<file path="config.mk">
export PLATFORM = sky130hd
export DESIGN_NAME = pc_fetch_ctrl
export DESIGN_NICKNAME = d
export VERILOG_FILES = /design/src/rtl/fetch_pkg.sv /design/src/rtl/pc_next_sel.sv /design/src/rtl/pc_fetch_ctrl.sv
export SDC_FILE = /design/constraint.sdc
export NUM_CORES = 1
export LEC_CHECK = 0
export ABC_AREA = 0
export BUFFER_PORTS_ARGS = -buffer_cell sky130_fd_sc_hd__buf_2
export CAP_MARGIN = 15
export CORE_UTILIZATION = 40
export DETAILED_ROUTE_END_ITERATION = 10
export GPL_TIMING_DRIVEN = 0
export PLACE_DENSITY = 0.65
export SKIP_CTS_REPAIR_TIMING = 1
export SLEW_MARGIN = 25
export SYNTH_ARGS = -nofsm -noshare
export SYNTH_HDL_FRONTEND = slang
export SYNTH_SLANG_ARGS = --single-unit
</file>
<file path="constraint.sdc">
create_clock -name clk -period 2 [get_ports clk]
set_input_delay 0.1 -clock clk [delete_from_list [all_inputs] [get_ports clk]]
set_output_delay 0.1 -clock clk [all_outputs]
set_load 0.03 [all_outputs]
</file>
<file path="src/rtl/fetch_pkg.sv">
// Shared types and constants for the instruction fetch sequencer.
// Included by the next-PC mux and the fetch controller top.
package fetch_pkg;

  typedef enum logic [1:0] {
    S_BOOT = 2'd0,
    S_REQ  = 2'd1,
    S_WAIT = 2'd2,
    S_FULL = 2'd3
  } fetch_state_t;

  localparam int unsigned INSTR_BYTES      = 4;
  localparam logic [31:0] NOP_INSTR        = 32'h0000_0013;
  localparam logic [31:0] DEFAULT_RESET_PC = 32'h0000_0000;
  localparam logic [31:0] DEFAULT_TRAP_VEC = 32'h0000_0080;

  function automatic logic [31:0] align_word(input logic [31:0] addr);
    return {addr[31:2], 2'b00};
  endfunction

endpackage

</file>
<file path="src/rtl/pc_next_sel.sv">
// Next-PC selection: trap beats redirect beats sequential advance, otherwise hold.
// Redirect targets are forced to word alignment; arithmetic wraps modulo 2^32.
module pc_next_sel
  import fetch_pkg::*;
#(
  parameter logic [31:0] TRAP_VEC = DEFAULT_TRAP_VEC
) (
  input  logic        trap_i,
  input  logic        redirect_valid_i,
  input  logic [31:0] redirect_pc_i,
  input  logic [31:0] pc_i,
  input  logic        advance_i,
  output logic [31:0] pc_next_o,
  output logic        flush_o
);

  always_comb begin
    pc_next_o = pc_i;
    if (trap_i) begin
      pc_next_o = TRAP_VEC;
    end else if (redirect_valid_i) begin
      pc_next_o = align_word(redirect_pc_i);
    end else if (advance_i) begin
      pc_next_o = pc_i + INSTR_BYTES;
    end
  end

  assign flush_o = trap_i | redirect_valid_i;

endmodule

</file>
<file path="src/rtl/pc_fetch_ctrl.sv">
// Fetch sequencer: owns the PC, issues one outstanding instruction fetch at a time
// and hands fetched words to decode through a one-entry output register.
module pc_fetch_ctrl
  import fetch_pkg::*;
#(
  parameter logic [31:0] RESET_PC = DEFAULT_RESET_PC,
  parameter logic [31:0] TRAP_VEC = DEFAULT_TRAP_VEC
) (
  input  logic        clk,
  input  logic        rst_n,
  output logic        imem_req_valid,
  output logic [31:0] imem_req_addr,
  input  logic        imem_req_ready,
  input  logic        imem_rsp_valid,
  input  logic [31:0] imem_rsp_data,
  output logic        if_valid,
  output logic [31:0] if_instr,
  output logic [31:0] if_pc,
  input  logic        id_ready,
  input  logic        redirect_valid,
  input  logic [31:0] redirect_pc,
  input  logic        trap,
  input  logic        halt
);

  fetch_state_t state_q;
  logic [31:0]  pc_q;
  logic [31:0]  pc_d;
  logic [31:0]  req_addr_q;
  logic         req_valid_q;
  logic         drop_q;
  logic         if_valid_q;
  logic [31:0]  if_instr_q;
  logic [31:0]  if_pc_q;
  logic [31:0]  buf_instr_q;
  logic [31:0]  buf_pc_q;

  logic flush;
  logic rsp_take;
  logic rsp_good;
  logic out_free;
  logic out_drain;

  assign rsp_take  = (state_q == S_WAIT) && imem_rsp_valid;
  assign rsp_good  = rsp_take && !drop_q && !flush;
  assign out_drain = if_valid_q && id_ready;
  assign out_free  = !if_valid_q || id_ready;

  pc_next_sel #(
    .TRAP_VEC(TRAP_VEC)
  ) u_pc_next_sel (
    .trap_i          (trap),
    .redirect_valid_i(redirect_valid),
    .redirect_pc_i   (redirect_pc),
    .pc_i            (pc_q),
    .advance_i       (rsp_good),
    .pc_next_o       (pc_d),
    .flush_o         (flush)
  );

  // req_addr_q only moves when entering REQ, so a stalled request keeps its
  // address; a redirect seen meanwhile lands in pc_q and marks the request stale.
  always_ff @(posedge clk or negedge rst_n) begin
    if (!rst_n) begin
      state_q     <= S_BOOT;
      pc_q        <= RESET_PC;
      req_addr_q  <= RESET_PC;
      req_valid_q <= 1'b0;
      drop_q      <= 1'b0;
      if_valid_q  <= 1'b0;
      if_instr_q  <= NOP_INSTR;
      if_pc_q     <= RESET_PC;
      buf_instr_q <= NOP_INSTR;
      buf_pc_q    <= RESET_PC;
    end else begin
      pc_q <= pc_d;
      if (out_drain || flush) begin
        if_valid_q <= 1'b0;
      end
      case (state_q)
        S_BOOT: begin
          state_q     <= halt ? S_BOOT : S_REQ;
          req_valid_q <= !halt;
          req_addr_q  <= pc_d;
        end
        S_REQ: begin
          drop_q <= drop_q | flush;
          if (imem_req_ready) begin
            state_q     <= S_WAIT;
            req_valid_q <= 1'b0;
          end
        end
        S_WAIT: begin
          if (rsp_take) begin
            drop_q <= 1'b0;
            if (!rsp_good || out_free) begin
              if (rsp_good) begin
                if_valid_q <= 1'b1;
                if_instr_q <= imem_rsp_data;
                if_pc_q    <= req_addr_q;
              end
              state_q     <= halt ? S_BOOT : S_REQ;
              req_valid_q <= !halt;
              req_addr_q  <= pc_d;
            end else begin
              buf_instr_q <= imem_rsp_data;
              buf_pc_q    <= req_addr_q;
              state_q     <= S_FULL;
            end
          end else if (flush) begin
            drop_q <= 1'b1;
          end
        end
        S_FULL: begin
          if (flush || out_drain) begin
            if (!flush) begin
              if_valid_q <= 1'b1;
              if_instr_q <= buf_instr_q;
              if_pc_q    <= buf_pc_q;
            end
            state_q     <= halt ? S_BOOT : S_REQ;
            req_valid_q <= !halt;
            req_addr_q  <= pc_d;
          end
        end
        default: begin
          state_q     <= S_BOOT;
          req_valid_q <= 1'b0;
        end
      endcase
    end
  end

  assign imem_req_valid = req_valid_q;
  assign imem_req_addr  = req_addr_q;
  assign if_valid       = if_valid_q;
  assign if_instr       = if_instr_q;
  assign if_pc          = if_pc_q;

endmodule

</file>
* After elaboration in Yosys (flattened, before gate mapping)
Cells that the tools add are included.
Word-level totals: register bits 197, bits of input ports 72, logic and storage cells 86
Operators by class: add/subtract/negate cells 1, equal/unequal tests 10, mux-type cells 40, bitwise gates (word level) 3, reduce and logical (&&, ||, !) cells 22
Operator list (count):
- $mux 32 | 16
- $pmux 32 s2 | 2
- $pmux 32 s3 | 1
- $add 32x3->32 const B | 1
- $mux 1 | 13
- $ne 2x2->1 const B | 5
- $mux 2 | 4
- $pmux 2 s4 | 1
- $reduce_and 4->1 | 2
- $reduce_and 3->1 | 2
- $reduce_and 6->1 | 1
- $logic_not 1->1 | 5
- $eq 2x2->1 const B | 2
- $logic_and 1x1->1 | 4
- $pmux 1 s2 | 2
- $pmux 1 s4 | 1
- $reduce_bool 2->1 | 2
- $logic_or 1x1->1 | 3
- $ne 3x3->1 const B | 1
- $reduce_bool 3->1 | 1
- $eq 2x1->1 const B | 1
- $logic_not 2->1 | 1
- $ne 2x1->1 const B | 1
- $or 1x1->1 | 2
- other kinds (2) | 2

* Longest topological paths before layout
Gate-level depths: netlist of run 1.
depth after elaboration 10, mapped depth 10

* By module
A second synthesis of run 1 with hierarchy kept.
Second synthesis, totals: cells, all modules 678, area, all modules 9136.3 um^2
By module, submodules not included:
- pc_fetch_ctrl | times used 1, cells an instance 480, area each 7892.6 um^2, seq. area each 4937.2 um^2
- pc_next_sel | times used 1, cells an instance 198, area each 1243.7 um^2, seq. area each 0.0 um^2

* Least setup slack after synthesis of run 1
No wires, ideal clock.
path type reg-to-reg, start point register state_q[0], end point register req_addr_q[31], in the netlist imem_req_addr[31], setup time 0.110 ns, arrival 2.135 ns, required time 1.890 ns, setup slack -0.246 ns, cell stages (with the launch flop) 9, period minus slack after synthesis 2.246 ns, cell sequence dfrtp_1 > inv_1 > ha_1 > and3b_4 > nand4_4 > buf_6 > nor4_1 > mux2_2 > o41ai_1
On the way: longest elaborated chain between the ends 10, elaborated cells between the ends (all ways) 20
RTL lines:
- from (decl) | RTL line pc_fetch_ctrl.sv:26 | fetch_state_t state_q;
- from (signal assigned) | RTL line pc_fetch_ctrl.sv:82 | state_q <= halt ? S_BOOT : S_REQ;
- from (signal assigned) | RTL line pc_fetch_ctrl.sv:102 | state_q <= halt ? S_BOOT : S_REQ;
- from (signal assigned) | RTL line pc_fetch_ctrl.sv:121 | state_q <= halt ? S_BOOT : S_REQ;
- $eq 2x2->1 | RTL line pc_fetch_ctrl.sv:44, pc_fetch_ctrl.sv:80
- $logic_and 1x1->1 | RTL line pc_fetch_ctrl.sv:44 | assign rsp_take = (state_q == S_WAIT) && imem_rsp_valid;
- $logic_and 1x1->1 (2 in a row) | RTL line pc_fetch_ctrl.sv:45 | assign rsp_good = rsp_take && !drop_q && !flush;
- $mux 32 | RTL line pc_next_sel.sv:23 | end else if (advance_i) begin
- $mux 32 | RTL line pc_next_sel.sv:21 | end else if (redirect_valid_i) begin
- $mux 32 | RTL line pc_next_sel.sv:19 | if (trap_i) begin
- $mux 32 | RTL line pc_fetch_ctrl.sv:96 | if (!rsp_good || out_free) begin
- $mux 32 | RTL line pc_fetch_ctrl.sv:94 | if (rsp_take) begin
- $pmux 32 s3 | RTL line pc_fetch_ctrl.sv:80 | case (state_q)
- to (signal assigned) | RTL line pc_fetch_ctrl.sv:84 | req_addr_q <= pc_d;
- to (signal assigned) | RTL line pc_fetch_ctrl.sv:104 | req_addr_q <= pc_d;
- to (signal assigned) | RTL line pc_fetch_ctrl.sv:123 | req_addr_q <= pc_d;
- to (decl) | RTL line pc_fetch_ctrl.sv:29 | logic [31:0] req_addr_q;
Several ways; a longest one is shown, not always the timed one. The select of a mux whose other input is x is not followed. A chain may end at the register's enable or synchronous reset.

* Final worst setup path of run 1
start point register state_q[0], end point register req_addr_q[17], in the netlist imem_req_addr[17]
On the way: longest elaborated chain between the ends 10, elaborated cells between the ends (all ways) 20
RTL lines:
- $eq 2x2->1 (*) | RTL line pc_fetch_ctrl.sv:44
- $logic_and 1x1->1 (*) | RTL line pc_fetch_ctrl.sv:44
- $logic_and 1x1->1 (*) (2 in a row) | RTL line pc_fetch_ctrl.sv:45
- $mux 32 (*) | RTL line pc_next_sel.sv:23
- $mux 32 (*) | RTL line pc_next_sel.sv:21
- $mux 32 (*) | RTL line pc_next_sel.sv:19
- named net pc_d[17] | RTL line pc_fetch_ctrl.sv:28 | logic [31:0] pc_d;
- $mux 32 | RTL line pc_fetch_ctrl.sv:96
- $mux 32 | RTL line pc_fetch_ctrl.sv:94
- $pmux 32 s3 (*) | RTL line pc_fetch_ctrl.sv:80
The timed path passes the listed nets; every way through them passes the cells marked *. The select of a mux whose other input is x is not followed.

==> results.py, run 1 <==
metrics = {
    "outcome": {
        "outcome": "finished with violations",
        "violations": "design-rule violations, negative hold slack, negative setup slack",
    },
    "finish": {
        "layout-drive-gt1-share_pct": 47.4,
        "diodes": 0,
        "postLayoutCoreUtil_pct": 59.6,
        "fillers": 1768,
        "multi_input_area_um2": 4640,
        "seq_area_um2": 4940,
        "stdcell_area_um2": 13100,
        "syn2layout_area_growth_pct": 45.1,
        "nets": 1135,
    },
    "routing": {
        "drt_pre_antenna_iters": 10,
        "via_per_inst": 5.43,
        "final_antenna_net_count": 0,
        "vias": 7344,
        "dr_wl_met2_mm": 12.4,
        "routed_wl_mm": 25.6,
        "post_drt_wl_per_cell_um": 18.9,
        "wl_met3_mm": 1.28,
        "top_layer": "met4",
        "drc": 13,
        "first_iter_violations": 402,
        "wl_met1_mm": 11.4,
    },
    "logic_synthesis": {
        "yosysWarningCount": 0,
        "synthArstFlopShare_pct": 100,
        "synth_commonest_cells": "dfrtp_1, nand2_1, mux2_2",
        "synth-seq-cells": 197,
        "synthTopCellsByArea": "dfrtp_1, mux2_2, mux2i_1",
        "netlist_area_um2": 9040,
        "syn_nets": 867,
        "synth_top_cell_area_share_pct": 52.9,
        "ys_seq_area_share_pct": 54.6,
        "avgSynthCellArea_um2": 11.4,
        "synth_area_leader_cell": "dfrtp_1",
        "netlist_instances": 791,
        "synth_flop_cell": "dfrtp_1",
        "synth-edff-count": 0,
        "yosys.cell_count.top_type": "dfrtp_1",
        "ys_types": 60,
    },
    "die": {
        "row_count": 54,
        "die_area_um2": 23200,
        "start_util_pct": 41.1,
        "die_h_um": 152,
        "ios": 170,
        "die_w_um": 152,
        "core_um2": 22000,
    },
    "clock_tree": {
        "cts_tree": "yes",
        "cts_buffers": 17,
        "worstSkewPairLatency_ns": 0.44,
        "clock-sinks": 197,
        "cts-htree-levels": 4,
        "cts-root-buf": "clkbuf_16",
        "cts_max_path_buffers": 2,
        "path_clk_slew_ns": 0.08,
    },
    "setup_path": {
        "endpoint_kind": "flop",
        "rrSetupSlack_ns": -0.26,
        "cp_max_fo": 7,
        "r2r-start": "state_q[0]",
        "critPathLaunchType": "flop",
        "crit_start": "state_q[0]",
        "arrival_ns": 2.64,
        "criticalPathCategory": "flop to flop",
        "worst_ep_required_time_ns": 2.39,
    },
    "power": {
        "p_switching_mw": 6.82,
        "p_seq_share_pct": 33.5,
        "vdd_drop_max_uv": 613,
        "swShare_pct": 41.0,
        "clkPwrFrac_pct": 20.2,
        "p_leak_nw": 6.08,
        "internal-power_mw": 9.82,
        "power_mw": 16.6,
        "power.share.combinational_pct": 46.3,
        "p_per_area_nw_per_um2": 1270,
    },
    "timing": {
        "finalHoldViolCount": 7,
        "slew_headroom_pct": 37.4,
        "max_freq_ghz": 0.443,
        "hold_ws_ns": -0.0407,
        "clock_skew_ns": 0.0213,
        "setup_slack_ns": -0.257,
        "setup_viol_count_final": 164,
        "worstMarginPinSlew_ns": 0.939,
        "fin_crit_sh_pct": 113,
        "rsz0062_at_grt": "true",
        "period_minus_slack_ns": 2.26,
        "maxSlewViolCount": 0,
    },
    "global_route": {
        "grt_pass1_vias": 6658,
        "grt_usage_pct": 20.2,
        "grt_pass1_wl_mm": 36.9,
        "grt_max_degree": 72,
        "grt_overflow": 0,
        "antenna_found_initial": 0,
    },
    "placed_design": {
        "gp_congestion": 0.862,
        "placed_area_um2": 10300,
        "io_buffer_count": 166,
        "place_hpwl_mm": 16.0,
    },
    "worst_hold_path": {
        "hp-class": "input pin to flop",
        "min_from": "redirect_pc[21]",
    },
    "job": {
        "drv_cap": 0,
    },
}
logic make-up (layout without fill, tap and decap cells):
group,count (synthesis),after routing,share of synthesized area [%]
muxes,147,147,17.4
and+or+nand+nor,229,229,13.2
xor gates and xnor gates,9,9,0.872
DFF,197,197,54.6
adders and majority gates,4,4,0.554
AOI/OAI and AO/OA,135,135,9.62
buffers and inverters,70,351,3.81
registers in the layout, indices dropped and copies added, names as in the netlist:
register and count:
drop_q 1, if_pc 32, imem_req_valid 1, state_q 2, imem_req_addr 32, if_valid 1
if_instr 32, pc_q 32, buf_instr_q 32, buf_pc_q 32
critical path: stages, from the launching register on:
cell,delay (ns)
dfrtp_1,0.42
inv_2,0.08
ha_4,0.18
and3b_4,0.26
nand4_4,0.19
buf_4,0.22
or3_1,0.32
a311oi_2,0.33
mux2_2,0.20
layout by cell type (no fill, tap or decap), drive strengths merged, types with 4 or more instances in the layout:
master	count
clkbuf	48
nand2	98
and4	8
or3	5
o41ai	12
o31a	9
nor4	14
and3	5
buf	229
a311oi	4
dlygate4sd3	41
clkinv	4
or4	4
mux2	78
dfrtp	191
nor3	28
and2	4
a21oi	12
nand4	8
o21ai	75
mux2i	69
xnor2	6
nand3	14
ha	4
dfstp	6
inv	26
nor2	31
metal layers:
| layer | global-route usage, % | vias up |
|---|---|---|
| li1 | - | 3384 |
| met1 | 28.6 | 3703 |
| met2 | 31.1 | 222 |
| met3 | 4.24 | 35 |
| met4 | 6.37 | 0 |
| met5 | 0 | - |
power groups by stage:
stage               combinational (mW)  sequential [mW]  clock [mW]
global placement                  5.32             5.54           0
global route                      8.19             5.70        3.60
detailed placement                5.39             5.56           0
floorplan                         2.25             6.87           0
CTS                               5.40             5.48        3.42
finish                            7.71             5.58        3.35
stage by stage:
step                worst slack (ns)  setup TNS [ns]  cells  hold slack, ns
floorplan                    -0.0425         -0.0425    791          -0.196
global placement               -2.59         -550.81   1237           0.318
detailed placement            -0.554          -53.05   1239          0.0742
CTS                           -0.581          -57.23   1271          -0.390
global route                  -0.336          -36.59   1352         -0.0140
finish                        -0.257          -24.58   1352         -0.0407
area by class of cell:
class,instances,area share [%]
buffer,49,4.39
timing repair buffer,251,14.9
clock buffer,18,3.35
tap,280,2.67
clock inverter,14,1.04
inverter,19,0.544
sequential,197,37.7
multi-input combinational,524,35.4
path summary, 6_finish.rpt:
kind / endpoint / cells after the start
max in group asynchronous: buf_instr_q[0] / 3
min in group asynchronous: if_pc[3] / 2
worst max-delay path: imem_req_addr[17] / 8
worst max register to register: imem_req_addr[17] / 8
worst min register to register: if_pc[9] / 2
worst min-delay path: pc_q[21] / 3
Power figures use the tool's default switching activity.
==> run 2: changes to the inputs <==
==> constraint.sdc (replaced) <==
create_clock -name clk -period 1.9 [get_ports clk]
set_input_delay 0.095 -clock clk [delete_from_list [all_inputs] [get_ports clk]]
set_output_delay 0.095 -clock clk [all_outputs]
set_load 0.03 [all_outputs]
==> run 2 against run 1 <==
- the run still ends with design-rule violations, negative hold slack, negative setup slack left
- hold slack gained 0.0029 ns
- sequential power up 3.6%
- via count down 2.9%
- maximum frequency down 1.6%
==> results.py, run 2 (same netlist as run 1, synthesis figures left out) <==
metrics = {
    "routing": {
        "top_layer": "met4",
        "wl_met3_mm": 1.22,
        "first_iter_violations": 379,
        "post_drt_wl_per_cell_um": 18.9,
        "via_per_inst": 5.36,
        "wl_met1_mm": 11.5,
        "final_antenna_net_count": 0,
        "vias": 7128,
        "routed_wl_mm": 25.1,
        "dr_wl_met2_mm": 12.0,
        "drt_pre_antenna_iters": 10,
        "drc": 11,
    },
    "finish": {
        "final_common_cell": "dfrtp_1",
        "nets": 1113,
        "diodes": 0,
        "stdcell_area_um2": 12300,
        "fillers": 1873,
        "final_cell_mix": "dfrtp_1, buf_2, nand2_1",
        "syn2layout_area_growth_pct": 35.9,
        "layout-drive-gt1-share_pct": 38.8,
    },
    "timing": {
        "slew_headroom_pct": 41.8,
        "hold_ws_ns": -0.0378,
        "tns_ns": -41.05,
        "setup_slack_ns": -0.393,
        "setup_viol_count_final": 184,
        "max_freq_ghz": 0.436,
        "rsz0062_at_grt": "true",
        "period_minus_slack_ns": 2.29,
        "fin_crit_sh_pct": 121,
        "clock_skew_ns": 0.0142,
        "finalHoldViolCount": 6,
        "worstMarginPinSlew_ns": 0.873,
        "maxSlewViolCount": 0,
    },
    "clock_tree": {
        "path_clk_slew_ns": 0.08,
        "cts-root-buf": "clkbuf_16",
        "clock-sinks": 197,
        "cts_tree": "yes",
        "worstSkewPairLatency_ns": 0.44,
        "cts_buffers": 17,
        "cts-htree-levels": 4,
        "cts_max_path_buffers": 2,
    },
    "setup_path": {
        "cp_max_fo": 5,
        "cp_slowest_stage_delay_ns": 0.62,
        "arrival_ns": 2.62,
        "worst_ep_required_time_ns": 2.23,
        "critPathSlowestCell": "or4_4",
        "criticalPathCategory": "flop to flop",
        "endpoint_kind": "flop",
        "critPathLaunchType": "flop",
        "cp_cell_sequence": "nand4_1 -> or4_4 -> nor4_4 -> mux2_4 -> o41ai_4",
    },
    "placed_design": {
        "gp_congestion": 0.866,
        "pre_cts_ws_ns": -0.657,
        "placed_area_um2": 10400,
        "io_buffer_count": 166,
        "place_hpwl_mm": 16.3,
    },
    "die": {
        "start_util_pct": 41.1,
        "core_um2": 22000,
        "die_area_um2": 23200,
        "die_h_um": 152,
        "die_w_um": 152,
        "row_count": 54,
        "ios": 170,
    },
    "power": {
        "vdd_drop_max_uv": 554,
        "p_leak_nw": 5.70,
        "power_mw": 16.2,
        "p_per_area_nw_per_um2": 1320,
    },
    "global_route": {
        "grt_pass1_wl_mm": 37.0,
        "grt_max_degree": 76,
        "antenna_found_initial": 0,
        "grt_pass1_vias": 6714,
        "grt_overflow": 0,
        "grt_usage_pct": 20.4,
    },
    "outcome": {
        "violations": "design-rule violations, negative hold slack, negative setup slack",
        "outcome": "finished with violations",
    },
    "job": {
        "drv_cap": 0,
    },
    "worst_hold_path": {
        "hp-class": "input pin to flop",
    },
}
==> run 2: stage by stage <==
| stage | utilization [%] | cells | hold WS (ns) |
|---|---|---|---|
| after floorplan | - | 791 | -0.201 |
| after detailed placement | 47.3 | 1239 | 0.0811 |
| after global routing | 55.8 | 1330 | 0.0000933 |
| after global placement | 47.0 | 1237 | 0.310 |
| after CTS | 50.0 | 1271 | -0.386 |
| final | 55.8 | 1330 | -0.0378 |
==> run 2: power breakdown <==
group	internal (mW)	switching (mW)	total, mW
Combinational	2.58	4.18	6.76
Clock	1.89	1.80	3.69
Sequential	5.08	0.694	5.78
Total	9.55	6.67	16.2
==> run 2: area by class of cell <==
cell class / instances / area [um2] / share of cell area [%]
Buffer: 51 / 500 / 4.07
Clock buffer: 18 / 429 / 3.49
Clock inverter: 14 / 160 / 1.30
Inverter: 19 / 71.3 / 0.581
Multi-Input combinational cell: 524 / 4310 / 35.1
Sequential cell: 197 / 4940 / 40.2
Tap cell: 280 / 350 / 2.85
Timing Repair Buffer: 227 / 1520 / 12.4
==> run 2: final timing paths <==
kind,depth (start not counted),to,startpoint,slack [ns]
worst max-delay path,5,imem_req_addr[31],pc_q[16],-0.39
worst min-delay path,3,pc_q[22],redirect_pc[22],-0.04
worst max register to register,5,imem_req_addr[31],pc_q[16],-0.39
worst min register to register,2,if_instr[23],if_instr[23],0.48
max in group asynchronous,3,pc_q[18],rst_n,0.95
min in group asynchronous,2,if_instr[27],rst_n,0.20
==> run 2: critical path, delay by kind of cell, from the launching register on <==
kind             cells  cell delay [ns]
AO/OA/AOI/OAI        1             0.27
flip-flops           1             0.44
multiplexers         1             0.34
AND/OR/NAND/NOR      3             1.13
==> run 2: per-layer routing <==
metal	vias to the layer above	GRT usage, %
met5	-	0
met4	0	6.56
met3	26	4.04
met2	220	32.3
met1	3552	28.2
li1	3330	-
